==> src/rtl/vec_addsub_fifo.sv <==
// vec_addsub_fifo: lane-wise vector add/subtract with optional saturation,
// fed from an upstream FWFT FIFO and buffered into an integrated FWFT
// output FIFO so a result can be produced every cycle.
module vec_addsub_fifo #(
  parameter int unsigned WIDTH    = 32,
  parameter int unsigned CHANNELS = 3,
  parameter int unsigned DEPTH    = 16,
  parameter bit          SAT      = 1'b0
) (
  input  logic                           clock,
  input  logic                           reset,
  input  logic [CHANNELS*WIDTH-1:0]      x,
  input  logic [CHANNELS*WIDTH-1:0]      y,
  input  logic                           op,
  input  logic                           in_empty,
  output logic                           in_rd_en,
  output logic [CHANNELS*WIDTH-1:0]      out,
  output logic                           out_empty,
  input  logic                           out_rd_en,
  output logic [$clog2(DEPTH):0]         count,
  output logic                           ovf,
  input  logic                           ovf_clear
);

  localparam int unsigned VW = CHANNELS * WIDTH;
  localparam int unsigned AW = $clog2(DEPTH);
  localparam int unsigned CW = AW + 1;

  localparam logic [WIDTH-1:0] MAX_POS = {1'b0, {(WIDTH-1){1'b1}}};
  localparam logic [WIDTH-1:0] MIN_NEG = {1'b1, {(WIDTH-1){1'b0}}};

  logic [VW-1:0]       res_c;
  logic [CHANNELS-1:0] lane_ovf_c;
  logic                wr_en_c;
  logic                rd_en_c;

  logic [AW-1:0]       wr_ptr;
  logic [AW-1:0]       rd_ptr;
  logic [VW-1:0]       mem [DEPTH];

  // Per-lane arithmetic at WIDTH+1 bits, then wrap or clamp back to WIDTH
  for (genvar i = 0; i < CHANNELS; i++) begin : g_lane
    logic signed [WIDTH:0] xe;
    logic signed [WIDTH:0] ye;
    logic signed [WIDTH:0] se;
    logic                  lane_ovf;
    logic [WIDTH-1:0]      lane_res;

    // Sign-extend one bit so the sum/difference is always exact
    always_comb begin
      xe       = {x[i*WIDTH+WIDTH-1], x[i*WIDTH +: WIDTH]};
      ye       = {y[i*WIDTH+WIDTH-1], y[i*WIDTH +: WIDTH]};
      se       = op ? (xe + ye) : (xe - ye);
      lane_ovf = se[WIDTH] ^ se[WIDTH-1];
      lane_res = se[WIDTH-1:0];
      if (SAT && lane_ovf) begin
        lane_res = se[WIDTH] ? MIN_NEG : MAX_POS;
      end
    end

    assign res_c[i*WIDTH +: WIDTH] = lane_res;
    assign lane_ovf_c[i]           = lane_ovf;
  end

  // Handshakes: accept while not full, pop only when something is buffered
  always_comb begin
    out_empty = (count == '0);
    in_rd_en  = !in_empty && (count < CW'(DEPTH));
    wr_en_c   = in_rd_en;
    rd_en_c   = out_rd_en && !out_empty;
  end

  // FWFT head: zero whenever the buffer is empty
  always_comb begin
    out = '0;
    if (!out_empty) begin
      out = mem[rd_ptr];
    end
  end

  // Result storage; contents are intentionally not reset
  always_ff @(posedge clock) begin
    if (wr_en_c) begin
      mem[wr_ptr] <= res_c;
    end
  end

  // Pointers and occupancy; reset flushes everything buffered
  always_ff @(posedge clock or posedge reset) begin
    if (reset) begin
      wr_ptr <= '0;
      rd_ptr <= '0;
      count  <= '0;
    end else begin
      if (wr_en_c) begin
        wr_ptr <= wr_ptr + AW'(1);
      end
      if (rd_en_c) begin
        rd_ptr <= rd_ptr + AW'(1);
      end
      case ({wr_en_c, rd_en_c})
        2'b10:   count <= count + CW'(1);
        2'b01:   count <= count - CW'(1);
        default: count <= count;
      endcase
    end
  end

  // Sticky overflow flag; a new overflow beats a same-cycle clear
  always_ff @(posedge clock or posedge reset) begin
    if (reset) begin
      ovf <= 1'b0;
    end else if (wr_en_c && (|lane_ovf_c)) begin
      ovf <= 1'b1;
    end else if (ovf_clear) begin
      ovf <= 1'b0;
    end
  end

endmodule

==> config.mk <==
export PLATFORM = sky130hd
export DESIGN_NAME = vec_addsub_fifo
export DESIGN_NICKNAME = d
export VERILOG_FILES = /design/src/rtl/vec_addsub_fifo.sv
export SDC_FILE = /design/constraint.sdc
export NUM_CORES = 1
export LEC_CHECK = 0
export CAP_MARGIN = 30
export CORE_MARGIN = 10
export CORE_UTILIZATION = 60
export DETAILED_ROUTE_END_ITERATION = 8
export PLACE_DENSITY = 0.79
export SLEW_MARGIN = 10
export SYNTH_ARGS = -nofsm -noshare
export SYNTH_HDL_FRONTEND = slang
export SYNTH_SLANG_ARGS = --single-unit
export TNS_END_PERCENT = 1
==> constraint.sdc <==
create_clock -name clock -period 12 [get_ports clock]
set_clock_uncertainty 0.2 [all_clocks]
set_input_delay 2.4 -clock clock [delete_from_list [all_inputs] [get_ports clock]]
set_output_delay 2.4 -clock clock [all_outputs]
set_load 0.01 [all_outputs]
==> run metrics, run 1 <==
status=finished clean; largest net degree at the start of global routing=between 150 and 200; CTS tree=yes; post-route cell area=around 76000 µm²; Final Hold Violating Endpoints=0; die footprint=~120000 µm²; Post-synth EDFFs=roughly 1.5k; gr usage total=0.279; vias in the first global route=roughly 37k; fin crit share=0.650; CP delay by family, top=buffers and inverters; maximum clock frequency=0.128 GHz; Worst R2R Setup Slack=7.42 ns; Slowest-stage cell, CP=dfrtp_4; LEAKAGE=around 25 nW; final worst slack=about 4.2 ns; Post-CTS Setup Repair Bufs=0; final wirelength=approximately 170000 µm; worst setup path endpoint=out[52]; Worst Tran Pin Value=about 1.1 ns; CTS-repair resized insts=0; CP max FO=about 100; antenna viol nets, final=0; area delta synth->final=16.2%; fin util=0.702; Final TNS setup=0 ns; Maximum Capacitance Violations=0; Clk pin slew, worst setup/hold paths=~0.060 ns; crit path from=rd_ptr[0]; CTS max path bufs=3; Post-CTS Hold Fix Bufs=0; worst r2r src=count[4]; part of the Yosys area used for sequential elements=0.708; Cell Area, Placed=71100 µm²; Synth Flop Type=edfxtp_1; Mapped Cells=approximately 3.3k; Via density=between 6 and 7; Vert. Die Dim=between 300 and 400 µm; routed len/inst=between 30 and 40 µm; Logic pwr share=0.341; Arrival @ worst endpoint=5.20 ns; DP HPWL=around 95000 µm; Min-Delay Path Class=reg -> reg; Worst path depth=6; Avg Cell Area, Syn=19.9 µm²; Synth Cell Area=about 66000 µm²; Reg power frac=0.396; crit path cell chain=buf_12, buf_4, mux4_2, mux4_2, nor2b_1, clkdlybuf4s50_1; Initial Util=0.604; Netlist cell types=just under 80; Worst setup SP type=flop; Root Driver=clkbuf_16; clock sinks=about 1.6k; PD cells=around 230 nW/µm²; initial antenna violation count=18; via count=~35k; synthesized net count=about 3.6k; # rows=between 100 and 150; core box area=~110000 µm²; relative slew slack=0.253; max-slew violations=0; Yosys reg bits=approximately 1.6k; clock power share=0.263; Ys Warns=0; Setup Viol. Count Final=0; fin crit period=7.80 ns; WP buf/inv=3; RSZ-0062 raised after global routing=no; Pint=12.4 mW; H-tree Lvls=4; Nets=between 4k and 5k; CP dominant cell by count=mux4_2; Die X=~350 µm; RePlAce Congestion=0.903; WP data required=9.40 ns; critical path class=reg -> out; pre-CTS WS=about 3.5 ns; DRC Markers=0; Hold WS=approximately 0.32 ns; nature of the critical path endpoint=output pin; global-route wire length before repair=~250000 µm; IO buf count=between 300 and 400; layout cells sized above 1=0.228; Num CTS Buffers=150; NetSw=about 5.3 mW; Critical R2R Capture=mem[8][39]; Worst VDD drop=0.000238 V; grt ovf=0; worst reg2reg path depth=6; Clock Latency Late Sink=approximately 0.76 ns; slowest stage delay, CP=approximately 0.9 ns; Sw Ratio=0.300; Post-synth ARST share=0.00903; I/O pin count=slightly above 300; Initial DRT Pass Iterations=5; initial DRC count=roughly 4.4k
## state kept, by name, summed over array words and instances (netlist names)
register	cells
count	5
mem	1536
ovf	1
rd_ptr	4
wr_ptr	4
## power groups by stage
| stage | logic, mW | clock network, mW | registers, mW |
|---|---|---|---|
| 6_report | 6.06 | 4.67 | 7.05 |
| 5_1_grt | 6.42 | 4.92 | 7.08 |
| 4_1_cts | 6.04 | 4.72 | 7.06 |
| 3_5_place_dp | 5.94 | 0 | 7.15 |
| 3_3_place_gp | 5.77 | 0 | 7.14 |
| 2_1_floorplan | 3.76 | 0 | 7.01 |
## layout by cell type, fill, tap and decap left out, drive strengths merged, types with 13 or more instances in the layout
cell              n
a21o             44
nor2b           108
clkdlybuf4s50   300
nand3            17
nor3             33
a21oi           126
ha              108
o21ai            54
mux4            480
nand2b           13
buf             142
and2             24
nor2            118
bufinv           14
o31ai            14
dfrtp            14
clkbuf          190
inv              57
edfxtp         1536
xor2             98
and3             15
clkinv           61
xnor2            82
nand2            55
a211oi           16
## cell families (layout without fill, tap and decap cells)
group | after synthesis | after routing | synth area share
DFF | 1550 | 1550 | 0.708
muxes | 486 | 486 | 0.166
and+or+nand+nor | 443 | 443 | 0.0362
AOI/OAI and AO/OA | 338 | 338 | 0.0332
buffers and inverters | 186 | 768 | 0.0107
xor gates and xnor gates | 181 | 181 | 0.0246
adders and majority gates | 112 | 112 | 0.0218
other | 0 | 7 | 0
## cells in the mapped netlist, drive strengths merged (12+ instances only)
cell	count	area, µm²
nand3	17	85.1
mux4	480	10800
and2	24	150
nand2	55	206
clkbuf	106	398
and3	15	93.8
xor2	98	858
nor3	33	165
a21o	44	330
o21a	12	90.1
nor4	12	81.3
a211oi	16	125
o31ai	14	105
nor2	118	443
nand2b	13	81.3
a21oi	126	631
nor2b	108	676
inv	48	180
buf	32	128
dfrtp	14	350
xnor2	82	737
o21ai	54	274
ha	108	1350
edfxtp	1536	46100
## worst min-delay path by stage
stage	from	end	depth (start not counted)
after floorplan	wr_ptr[3]	wr_ptr[3]	1
after global placement	count[4]	count[4]	1
after detailed placement	count[4]	count[4]	1
after CTS	count[4]	count[4]	1
after global routing	count[4]	count[4]	1
final	count[4]	count[4]	1
## per-layer routing
| metal | vias to the layer above | routed length [µm] | track usage |
|---|---|---|---|
| met1 | 18300 | 61000 | 0.366 |
| met3 | 397 | 17800 | 0.0597 |
| met4 | 16 | 6760 | 0.112 |
| li1 | 14600 | - | - |
| met5 | - | 110 | 0 |
| met2 | 2175 | 85600 | 0.460 |
## layout make-up
| class | instances | area [µm²] |
|---|---|---|
| diodes | 7 | 17.5 |
| repair buffers | 447 | 4440 |
| flip-flops and latches | 1550 | 46500 |
| well taps | 1414 | 1770 |
| clock buffers | 185 | 3930 |
| multi-input cells | 1560 | 18500 |
| inverters | 48 | 180 |
| clock inverters | 88 | 928 |
| fillers | 6420 | 32400 |
## per-stage QoR
stage | power, mW | std cells
floorplan | 10.8 | 3296
global placement | 12.9 | 4940
CTS | 17.8 | 5264
detailed placement | 13.1 | 4991
finish | 17.8 | 5299
global route | 18.4 | 5296
Power figures use the tool's default switching activity.
==> run 2, diff against run 1 <==
==> constraint.sdc (replaced) <==
create_clock -name clock -period 7.95 [get_ports clock]
set_clock_uncertainty 0.2 [all_clocks]
set_input_delay 1.59 -clock clock [delete_from_list [all_inputs] [get_ports clock]]
set_output_delay 1.59 -clock clock [all_outputs]
set_load 0.01 [all_outputs]
==> run metrics, run 2 (synthesis results as in run 1) <==
final wirelength=about 170000 µm; vias in the first global route=approximately 37k; max reg flops=1536; initial antenna violation count=7; layout cells sized above 1=0.228; gr usage total=0.281; # rows=around 120; Num CTS Buffers=150; DRC Markers=0; Tot Pwr=between 20 and 30 mW; maximum clock frequency=~0.14 GHz; via count=35.4k; relative slew slack=0.312; CTS-repair resized insts=0; top flop regs=mem (1536), count (5); nature of the critical path endpoint=flop; most frequent cells in the layout=edfxtp_1 (1536), mux4_2 (480), clkdlybuf4s50_1 (300), clkbuf_16 (151), a21oi_1 (126); Most flops, register=mem; Post-CTS Hold Fix Bufs=0; DP HPWL=between 90000 and 100000 µm; CTS tree=yes; critical path class=in -> reg; die footprint=123000 µm²; Final TNS setup=0 ns; Setup Viol. Count Final=0; number of fill cells=~6.4k; commonest non-fill, non-tap cell in the layout=edfxtp_1; I/O pin count=302; area delta synth->final=16.1%; Maximum Capacitance Violations=0; Min-Delay Path Class=reg -> reg; Worst setup SP type=input pin; Clk pin slew, worst setup/hold paths=approximately 0.060 ns; status=finished clean; grt ovf=0; CP max FO=16; RSZ-0062 raised after global routing=no; H-tree Lvls=4; Worst VDD drop=0.000375 V; RePlAce Congestion=~0.9; initial DRC count=4490; antenna viol nets, final=0; Nets=4068; Final Hold Violating Endpoints=0; Via density=~6.7; Post-CTS Setup Repair Bufs=0; core box area=~110000 µm²; Root Driver=clkbuf_16; WP data required=about 8.2 ns; max-slew violations=0; LEAKAGE=~25 nW; routed len/inst=32.4 µm; largest net degree at the start of global routing=99; Clock Latency Late Sink=between 0.7 and 0.8 ns; Arrival @ worst endpoint=around 7.5 ns; global-route wire length before repair=~250000 µm; clock sinks=1550; fin crit share=0.909; fin crit period=approximately 7.2 ns; Worst Tran Pin Value=just over 1 ns; Initial Util=0.604; Die X=roughly 350 µm; IO buf count=roughly 300; Vert. Die Dim=351 µm; CTS max path bufs=3; PD cells=351 nW/µm²; Initial DRT Pass Iterations=5
[run 2: cell count changes in the layout (fill, tap and decap cells not counted), moves of 2 or more]
cell / delta
clkinv_2: +5
buf_16: -9
inv_6: +2
clkbuf_8: -3
bufinv_16: -3
buf_12: +20
clkinv_8: -2
clkbuf_1: -5
clkbuf_4: +2
buf_4: -12
[run 2: power breakdown]
group / switching [mW] / total, mW / internal, mW
Combinational: 4.63 / 9.16 / 4.52
Sequential: 0.401 / 10.7 / 10.3
Clock: 3.05 / 6.92 / 3.87
Total: 8.08 / 26.7 / 18.7
[run 2: critical path: stages]
cell	delay [ns]
clkdlybuf4s50_1	0.46
nor2_1	0.17
nor4b_1	0.55
nor3b_1	0.47
nand2_1	0.21
or4_1	0.53
nor2_1	0.51
a21oi_1	0.19
xor2_1	0.17
ha_1	0.23
a211oi_1	0.32
nand2_1	0.16
o311ai_1	0.77
a21o_1	0.25
a21boi_0	0.14
nor2_1	0.74
[run 2: metal layers]
metal  GRT usage  vias to the layer above  part of all wire
met5           0                        -          0.000076
met4       0.107                        2             0.038
met3      0.0613                      361              0.10
met2       0.468                     2223              0.51
met1       0.366                    18300              0.35
li1            -                    14600                 -
[run 2: per-stage QoR]
step	setup WS (ns)	hold WS (ns)	instance area [µm²]	utilization	std cells
global route	0.565	0.347	76200	0.701	5289
CTS	1.12	0.339	76000	0.699	5260
detailed placement	0.491	0.314	71300	0.656	4992
floorplan	1.69	0.293	65700	-	3296
global placement	0.534	0.313	70900	0.652	4957
finish	0.721	0.335	76200	0.701	5295
[run 2: path summary, 6_finish.rpt]
kind                       startpoint    endpoint  slack [ns]  cells past startpoint
min in group asynchronous       reset    count[3]        1.01                      2
max in group asynchronous       reset   rd_ptr[0]        6.04                      2
max reg2reg                  count[4]  mem[9][56]        4.22                      5
max                             y[34]  mem[6][60]        0.72                     16
min reg2reg                  count[4]    count[4]        0.34                      1
min                          count[4]    count[4]        0.34                      1
[run 2: layout make-up]
type / count / area [µm²] / share of cell area
timing repair buffer: 448 / 4510 / 0.0592
antenna: 7 / 17.5 / 0.000230
clock inverter: 90 / 856 / 0.0112
clock buffer: 178 / 3880 / 0.0509
sequential: 1550 / 46500 / 0.610
tap: 1414 / 1770 / 0.0232
inverter: 48 / 180 / 0.00236
multi-input combinational: 1560 / 18500 / 0.243
